==> src/rtl/e203_ifu_instr_aligner_pkg.sv <==
// Shared constants and helpers for the IFU instruction aligner.
// Mirrors the e203_defines.v values; no new types are introduced.
package e203_ifu_instr_aligner_pkg;

   localparam int          E203_PC_SIZE    = 32;
   localparam int          E203_INSTR_SIZE = 32;
   localparam logic [31:0] E203_RESET_PC   = 32'h8000_0000;

   // A halfword starts a 32-bit instruction when its low two bits are 2'b11.
   function automatic logic is_rv32(input logic [15:0] hw);
      return (hw[1:0] == 2'b11);
   endfunction

endpackage

==> src/rtl/e203_ifu_hwq.sv <==
// Halfword queue: pop 1/2 from the head, then append a fetch word (or only its
// upper half when i_drop_lo) after the surviving entries in the same cycle.
module e203_ifu_hwq #(
   parameter int DEPTH = 3
) (
   input  logic        clk,
   input  logic        rst,
   input  logic        i_clear,
   input  logic        i_push,
   input  logic        i_drop_lo,
   input  logic [31:0] i_word,
   input  logic        i_err,
   input  logic        i_pop1,
   input  logic        i_pop2,
   output logic [15:0] o_hw0,
   output logic [15:0] o_hw1,
   output logic        o_err0,
   output logic        o_err1,
   output logic [1:0]  o_cnt
);

   logic [15:0] r_hw [0:2];
   logic [2:0]  r_err;
   logic [1:0]  r_cnt;

   logic [15:0] w_hw [0:2];
   logic [2:0]  w_err;
   logic [1:0]  w_base;
   logic [1:0]  w_cnt;

   always_comb begin
      w_hw[0] = r_hw[0];
      w_hw[1] = r_hw[1];
      w_hw[2] = r_hw[2];
      w_err   = r_err;
      w_base  = r_cnt;
      if (i_pop2) begin
         w_hw[0] = r_hw[2];
         w_err   = {2'b00, r_err[2]};
         w_base  = r_cnt - 2'd2;
      end else if (i_pop1) begin
         w_hw[0] = r_hw[1];
         w_hw[1] = r_hw[2];
         w_err   = {1'b0, r_err[2:1]};
         w_base  = r_cnt - 2'd1;
      end
      w_cnt = w_base;
      if (i_push) begin
         if (i_drop_lo) begin
            case (w_base)
               2'd0:    begin w_hw[0] = i_word[31:16]; w_err[0] = i_err; end
               2'd1:    begin w_hw[1] = i_word[31:16]; w_err[1] = i_err; end
               default: begin w_hw[2] = i_word[31:16]; w_err[2] = i_err; end
            endcase
            w_cnt = w_base + 2'd1;
         end else begin
            case (w_base)
               2'd0: begin
                  w_hw[0] = i_word[15:0];
                  w_hw[1] = i_word[31:16];
                  w_err[0] = i_err;
                  w_err[1] = i_err;
               end
               default: begin
                  w_hw[1] = i_word[15:0];
                  w_hw[2] = i_word[31:16];
                  w_err[1] = i_err;
                  w_err[2] = i_err;
               end
            endcase
            w_cnt = w_base + 2'd2;
         end
      end
   end

   always_ff @(posedge clk or posedge rst) begin
      if (rst) begin
         for (int i = 0; i < 3; i++) r_hw[i] <= 16'h0;
         r_err <= 3'b000;
         r_cnt <= 2'd0;
      end else if (i_clear) begin
         r_cnt <= 2'd0;
      end else begin
         // Entries at or beyond DEPTH are held at zero so they fold away.
         for (int i = 0; i < 3; i++) r_hw[i] <= (i < DEPTH) ? w_hw[i] : 16'h0;
         r_err <= w_err & ((DEPTH > 2) ? 3'b111 : 3'b011);
         r_cnt <= w_cnt;
      end
   end

   assign o_hw0  = r_hw[0];
   assign o_hw1  = r_hw[1];
   assign o_err0 = r_err[0];
   assign o_err1 = r_err[1];
   assign o_cnt  = r_cnt;

endmodule

==> src/rtl/e203_ifu_instr_aligner.sv <==
// Splits IFU fetch words into whole 16/32-bit instructions for the decoder.
// E203_ALIGNER_RVC_EN enables 16-bit support; undefined builds are 32-bit only.
module e203_ifu_instr_aligner
   import e203_ifu_instr_aligner_pkg::*;
#(
   parameter int                 PC_SIZE  = E203_PC_SIZE,
   parameter logic [PC_SIZE-1:0] RESET_PC = PC_SIZE'(E203_RESET_PC)
) (
   input  logic               clk,
   input  logic               rst,
   input  logic               flush,
   input  logic [PC_SIZE-1:0] flush_pc,
   input  logic               ifu_rsp_valid,
   output logic               ifu_rsp_ready,
   input  logic [31:0]        ifu_rsp_instr,
   input  logic               ifu_rsp_err,
   output logic               o_valid,
   input  logic               o_ready,
   output logic [31:0]        o_instr,
   output logic [PC_SIZE-1:0] o_pc,
   output logic               o_rv32,
   output logic               o_misalgn,
   output logic               o_buserr
);

`ifdef E203_ALIGNER_RVC_EN
   localparam int QDEPTH = 3;
`else
   localparam int QDEPTH = 2;
`endif

   logic [15:0]        w_hw0, w_hw1;
   logic               w_err0, w_err1;
   logic [1:0]         w_cnt;
   logic [PC_SIZE-1:0] r_pc;
   logic               r_mis;
   logic               r_halt;
   logic               w_take2;
   logic               w_avail;
   logic               w_valid;
   logic               w_fire;
   logic               w_pop1, w_pop2;
   logic               w_ready;
   logic               w_push;
   logic               w_drop;
`ifdef E203_ALIGNER_RVC_EN
   logic               r_drop_lo;
`endif

   // w_take2: the head issue consumes two halfwords (an err head always goes alone).
   always_comb begin
`ifdef E203_ALIGNER_RVC_EN
      w_take2 = is_rv32(w_hw0) & ~w_err0;
      w_avail = (w_cnt >= (is_rv32(w_hw0) ? 2'd2 : 2'd1)) | ((w_cnt != 2'd0) & w_err0);
      w_drop  = r_drop_lo;
`else
      w_take2 = 1'b1;
      w_avail = (w_cnt >= 2'd2);
      w_drop  = 1'b0;
`endif
      w_valid = ~flush & (r_mis | (~r_halt & w_avail));
      w_fire  = w_valid & o_ready;
      w_pop2  = w_fire & ~r_mis & w_take2;
      w_pop1  = w_fire & ~r_mis & ~w_take2;
`ifdef E203_ALIGNER_RVC_EN
      w_ready = ~r_mis & ~r_halt & ~flush & ((w_cnt <= 2'd1) | w_pop2);
`else
      w_ready = ~r_mis & ~r_halt & ~flush & ((w_cnt == 2'd0) | w_pop2);
`endif
      w_push  = ifu_rsp_valid & w_ready;
   end

   e203_ifu_hwq #(.DEPTH(QDEPTH)) u_hwq (
      .clk       (clk),
      .rst       (rst),
      .i_clear   (flush),
      .i_push    (w_push),
      .i_drop_lo (w_drop),
      .i_word    (ifu_rsp_instr),
      .i_err     (ifu_rsp_err),
      .i_pop1    (w_pop1),
      .i_pop2    (w_pop2),
      .o_hw0     (w_hw0),
      .o_hw1     (w_hw1),
      .o_err0    (w_err0),
      .o_err1    (w_err1),
      .o_cnt     (w_cnt)
   );

   always_ff @(posedge clk or posedge rst) begin
      if (rst) begin
         r_pc   <= RESET_PC;
         r_mis  <= 1'b0;
         r_halt <= 1'b0;
      end else if (flush) begin
         r_pc   <= flush_pc;
         r_halt <= 1'b0;
`ifdef E203_ALIGNER_RVC_EN
         r_mis  <= flush_pc[0];
`else
         r_mis  <= flush_pc[1] | flush_pc[0];
`endif
      end else begin
         // A consumed misaligned issue parks the aligner until the next redirect.
         if (w_fire & r_mis) begin
            r_mis  <= 1'b0;
            r_halt <= 1'b1;
         end
         if (w_pop2)      r_pc <= r_pc + PC_SIZE'(4);
         else if (w_pop1) r_pc <= r_pc + PC_SIZE'(2);
      end
   end

`ifdef E203_ALIGNER_RVC_EN
   always_ff @(posedge clk or posedge rst) begin
      if (rst)         r_drop_lo <= RESET_PC[1];
      else if (flush)  r_drop_lo <= flush_pc[1];
      else if (w_push) r_drop_lo <= 1'b0;
   end
`endif

   always_comb begin
      ifu_rsp_ready = w_ready;
      o_valid       = w_valid;
      o_pc          = w_valid ? r_pc : '0;
      o_misalgn     = w_valid & r_mis;
      o_instr       = 32'h0;
      o_buserr      = 1'b0;
      if (w_valid & ~r_mis) begin
         o_instr  = w_take2 ? {w_hw1, w_hw0} : {16'h0, w_hw0};
         o_buserr = w_take2 ? (w_err0 | w_err1) : w_err0;
      end
`ifdef E203_ALIGNER_RVC_EN
      o_rv32 = w_valid & ~r_mis & w_take2;
`else
      o_rv32 = 1'b1;
`endif
   end

endmodule

==> config.mk <==
export PLATFORM = sky130hd
export DESIGN_NAME = e203_ifu_instr_aligner
export DESIGN_NICKNAME = d
export VERILOG_FILES = /design/src/rtl/e203_ifu_instr_aligner_pkg.sv /design/src/rtl/e203_ifu_hwq.sv /design/src/rtl/e203_ifu_instr_aligner.sv
export SDC_FILE = /design/constraint.sdc
export NUM_CORES = 1
export LEC_CHECK = 0
export BUFFER_PORTS_ARGS = -buffer_cell sky130_fd_sc_hd__buf_4
export CAP_MARGIN = 10
export CELL_PAD_IN_SITES_DETAIL_PLACEMENT = 1
export CELL_PAD_IN_SITES_GLOBAL_PLACEMENT = 1
export CORE_UTILIZATION = 34
export CTS_CLUSTER_DIAMETER = 120
export DETAILED_ROUTE_END_ITERATION = 7
export PLACE_DENSITY = 0.77
export SYNTH_ARGS = -nofsm -noshare
export SYNTH_HDL_FRONTEND = slang
export SYNTH_HIERARCHICAL = 1
export SYNTH_SLANG_ARGS = --single-unit
==> constraint.sdc <==
create_clock -name clk -period 3 [get_ports clk]
set_clock_uncertainty 0.1 [all_clocks]
set_input_delay 0.15 -clock clk [delete_from_list [all_inputs] [get_ports clk]]
set_output_delay 0.15 -clock clk [all_outputs]
set_load 0.03 [all_outputs]
==> flow_summary_export.csv <==
group,metric,value,unit
floorplan,fp.dieH,115,µm
grt,antenna_found_initial,0,
sta,tightest_slew,1010,ps
clock_network,htreeDepth,3,
synthesis,synth_edf_count,0,
routing,via_per_inst,5.32,
placement,io_buffers,137,
setup_path,cp_cell_sequence,"nor2_1 -> a21oi_1 -> nor4_2 -> and2_1 -> a211oi_1 -> or2_1 -> a221o_1",
clock_network,cts_tree,"built",
sta,slew_headroom,32.5,%
sta,setup_viol,0,
layout,layout_commonest_cell,"buf_4",
grt,grt_pass1_wl,25900,µm
hold_path,hold_path_end,"u_hwq/o_hw1[4]",
floorplan,start_util,35.5,%
placement,dpl.hpwl,10200,µm
layout,nets,754,
placement,place.gp.congestion,0.841,
floorplan,io_pins,139,
layout,drive_gt1_share,26.0,%
setup_path,r2r_slack,160,ps
grt,grt.overflow.total,0,
setup_path,rr_startpoint,"u_hwq/o_cnt[1]",
routing,antenna_left,0,
clock_network,clk_latency,340,ps
synthesis,ys_seq_area_share,40.4,%
routing,top_layer_used,"met4",
clock_network,cts_buffers,9,
layout,multi_input_area,2450,µm²
job,max_cap_violations,0,
layout,layout_common_cells,"148 x buf_4, 69 x dfrtp_1, 63 x and2_1",
setup_path,worst_path_max_delay_cell,"dfrtp_1",
routing,vias,4555,
setup_path,worstReg2RegEnd,"u_hwq/o_hw0[12]",
outcome,status,"complete, no violations",
routing,drc_errors,0,
layout,fillerInstances,1446,
setup_path,required,3110,ps
synthesis,synth_area,4340,µm²
layout,stdcell_count,857,
hold_path,whs_path_depth,3,
sta,rsz0062_at_grt,"false",
routing,dr.pass1.iters,4,
synthesis,synth_cell_types,54,
clock_network,postCtsSetupBuffers,0,
setup_path,crit_family,"simple AND/OR/NAND/NOR gates",
synthesis,ys_ff_latch,70,
synthesis,yosysWarnings,6,
power,power_density,447,nW/µm²
clock_network,clk_pin_slew,60,ps
routing,met3_length,686,µm
clock_network,cts_resized,0,
sta,period_minus_slack,2840,ps
grt,grt_max_degree,75,
layout,ff_latch_area,1750,µm²
clock_network,cts_num_sinks,70,
routing,wire_per_inst,19.0,µm
sta,fmax,352,MHz
setup_path,crit_buf_inv,0,
floorplan,die_w,115,µm
power,vdd_drop_max,247,µV
grt,grtUsageTotal,25.6,%
sta,worst_slack,157,ps
setup_path,cp_max_fo,17,
synthesis,syn_inst,487,
placement,dp.cells,781,
routing,dr_wl_met2,8290,µm
setup_path,critical_path_arrival,2950,ps
clock_network,clockBufferDepth,2,
floorplan,num_rows,40,
hold_path,hp-start,"ifu_rsp_instr[20]",
hold_path,min_path_type,"in2reg",
sta,setup_tns,0,ps
synthesis,ys.flop_type,"dfrtp_1",
layout,syn2layout_area_growth,48.5,%
floorplan,die_area,13200,µm²
routing,drtIter0Drc,243,
routing,drt-met1-wl,6730,µm
setup_path,path_class,"reg2reg",
floorplan,core,12200,µm²
setup_path,r2r_cells,7,
sta,hold_viol,0,
grt,grt_pass1_vias,4956,
synthesis,async_flop_share,100,%
power,p_leak,0.00296,µW
setup_path,worst_setup_path_start_kind,"register",
setup_path,cpPeakStageDelay,540,ps
routing,finalWirelength,16300,µm
setup_path,critPathCaptureType,"register",
placement,place_ws,288,ps
clock_network,cts_root_buf,"clkbuf_16",
sta,slew_violations,0,
sta,timing.final.crit_share,94.8,%
synthesis,syn_area_per_cell,8.91,µm²
final cells by class:
type | instances | share of cell area, %
multi-input cells | 386 | 38.0
flip-flops and latches | 70 | 27.2
repair buffers | 207 | 26.4
clock buffers | 9 | 3.49
well taps | 168 | 3.26
clock inverters | 7 | 1.14
inverters | 9 | 0.524
diodes | 1 | 0.0388
registers in the layout, indices dropped and copies added, names as in the netlist:
signal / cells
u_hwq/o_hw0: 16
u_hwq/o_cnt: 2
u_hwq/r_err: 2
r_halt: 1
u_hwq/o_hw1: 16
r_mis: 1
r_pc: 32
synthesized netlist by cell type (3+ instances only):
cell | count | area (µm²)
a211oi_1 | 4 | 30.0
a21oi_1 | 23 | 115
a221o_1 | 18 | 180
a22oi_1 | 3 | 22.5
and2_1 | 63 | 394
and3_1 | 5 | 31.3
buf_2 | 5 | 25.0
buf_6 | 3 | 33.8
clkbuf_1 | 21 | 78.8
dfrtp_1 | 69 | 1730
inv_1 | 9 | 33.8
mux2i_1 | 17 | 170
nand2_1 | 40 | 150
nand2b_1 | 4 | 25.0
nand3_1 | 12 | 60.1
nand4_1 | 16 | 100
nor2_1 | 49 | 184
nor2b_1 | 5 | 31.3
nor3_1 | 8 | 40.0
nor4_1 | 6 | 37.5
nor4_4 | 3 | 63.8
o21ai_0 | 23 | 115
o21ai_1 | 4 | 20.0
o22ai_1 | 15 | 93.8
xnor2_1 | 9 | 78.8
xor2_1 | 16 | 140
metal layers:
metal  up-vias  track usage [%]
li1       2113                -
met1      2251             30.4
met2       147             45.2
met3        44             4.22
met4         0             11.9
met5         -                0
per-stage QoR:
step	power [µW]	util, %	hold slack, ps	instance area (µm²)
2_1_floorplan	1480	-	116	4380
5_1_grt	3010	52.8	30.6	6440
4_1_cts	2880	52.8	0.105	6440
3_3_place_gp	1690	45.5	240	5560
3_5_place_dp	1710	45.5	250	5560
6_report	2880	52.8	6.76	6450
power by group:
group          leakage (µW)  switching (µW)  internal, µW
logic               0.00191             338           298
registers          0.000903             111          1040
clock network      0.000146             453           647
timing repair:
item                       CTS  global route
setup endpoints to repair    0             0
hold endpoints to repair    66             0
hold buffers                59             0
worst min-delay path, stage by stage:
cell and delay (ps):
buf_4 90, o22ai_1 70, nor2_1 100
kinds of logic (layout without fill, tap and decap cells):
| kind of cell | Yosys count | count (layout) | synth area share [%] |
|---|---|---|---|
| fa+ha+maj | 2 | 2 | 0.519 |
| other cells | 2 | 12 | 0.173 |
| mux | 19 | 19 | 4.44 |
| flops | 70 | 70 | 40.4 |
| simple gates | 227 | 227 | 29.0 |
| compound gates | 102 | 102 | 16.1 |
| xor+xnor | 25 | 25 | 5.04 |
| buf+inv | 40 | 232 | 4.29 |
worst max path at each step:
stage / startpoint / to / slack, ps / cells after the start
floorplan: r_mis / u_hwq/o_hw0[0] / 40 / 11
global placement: u_hwq/o_cnt[1] / u_hwq/o_hw0[6] / 360 / 7
detailed placement: u_hwq/o_cnt[1] / u_hwq/o_hw0[7] / 290 / 7
CTS: u_hwq/o_cnt[1] / u_hwq/o_hw0[13] / 280 / 7
global route: u_hwq/o_cnt[1] / u_hwq/o_hw1[15] / 20 / 8
finish: u_hwq/o_cnt[1] / u_hwq/o_hw0[12] / 160 / 7
Power figures use the tool's default switching activity.
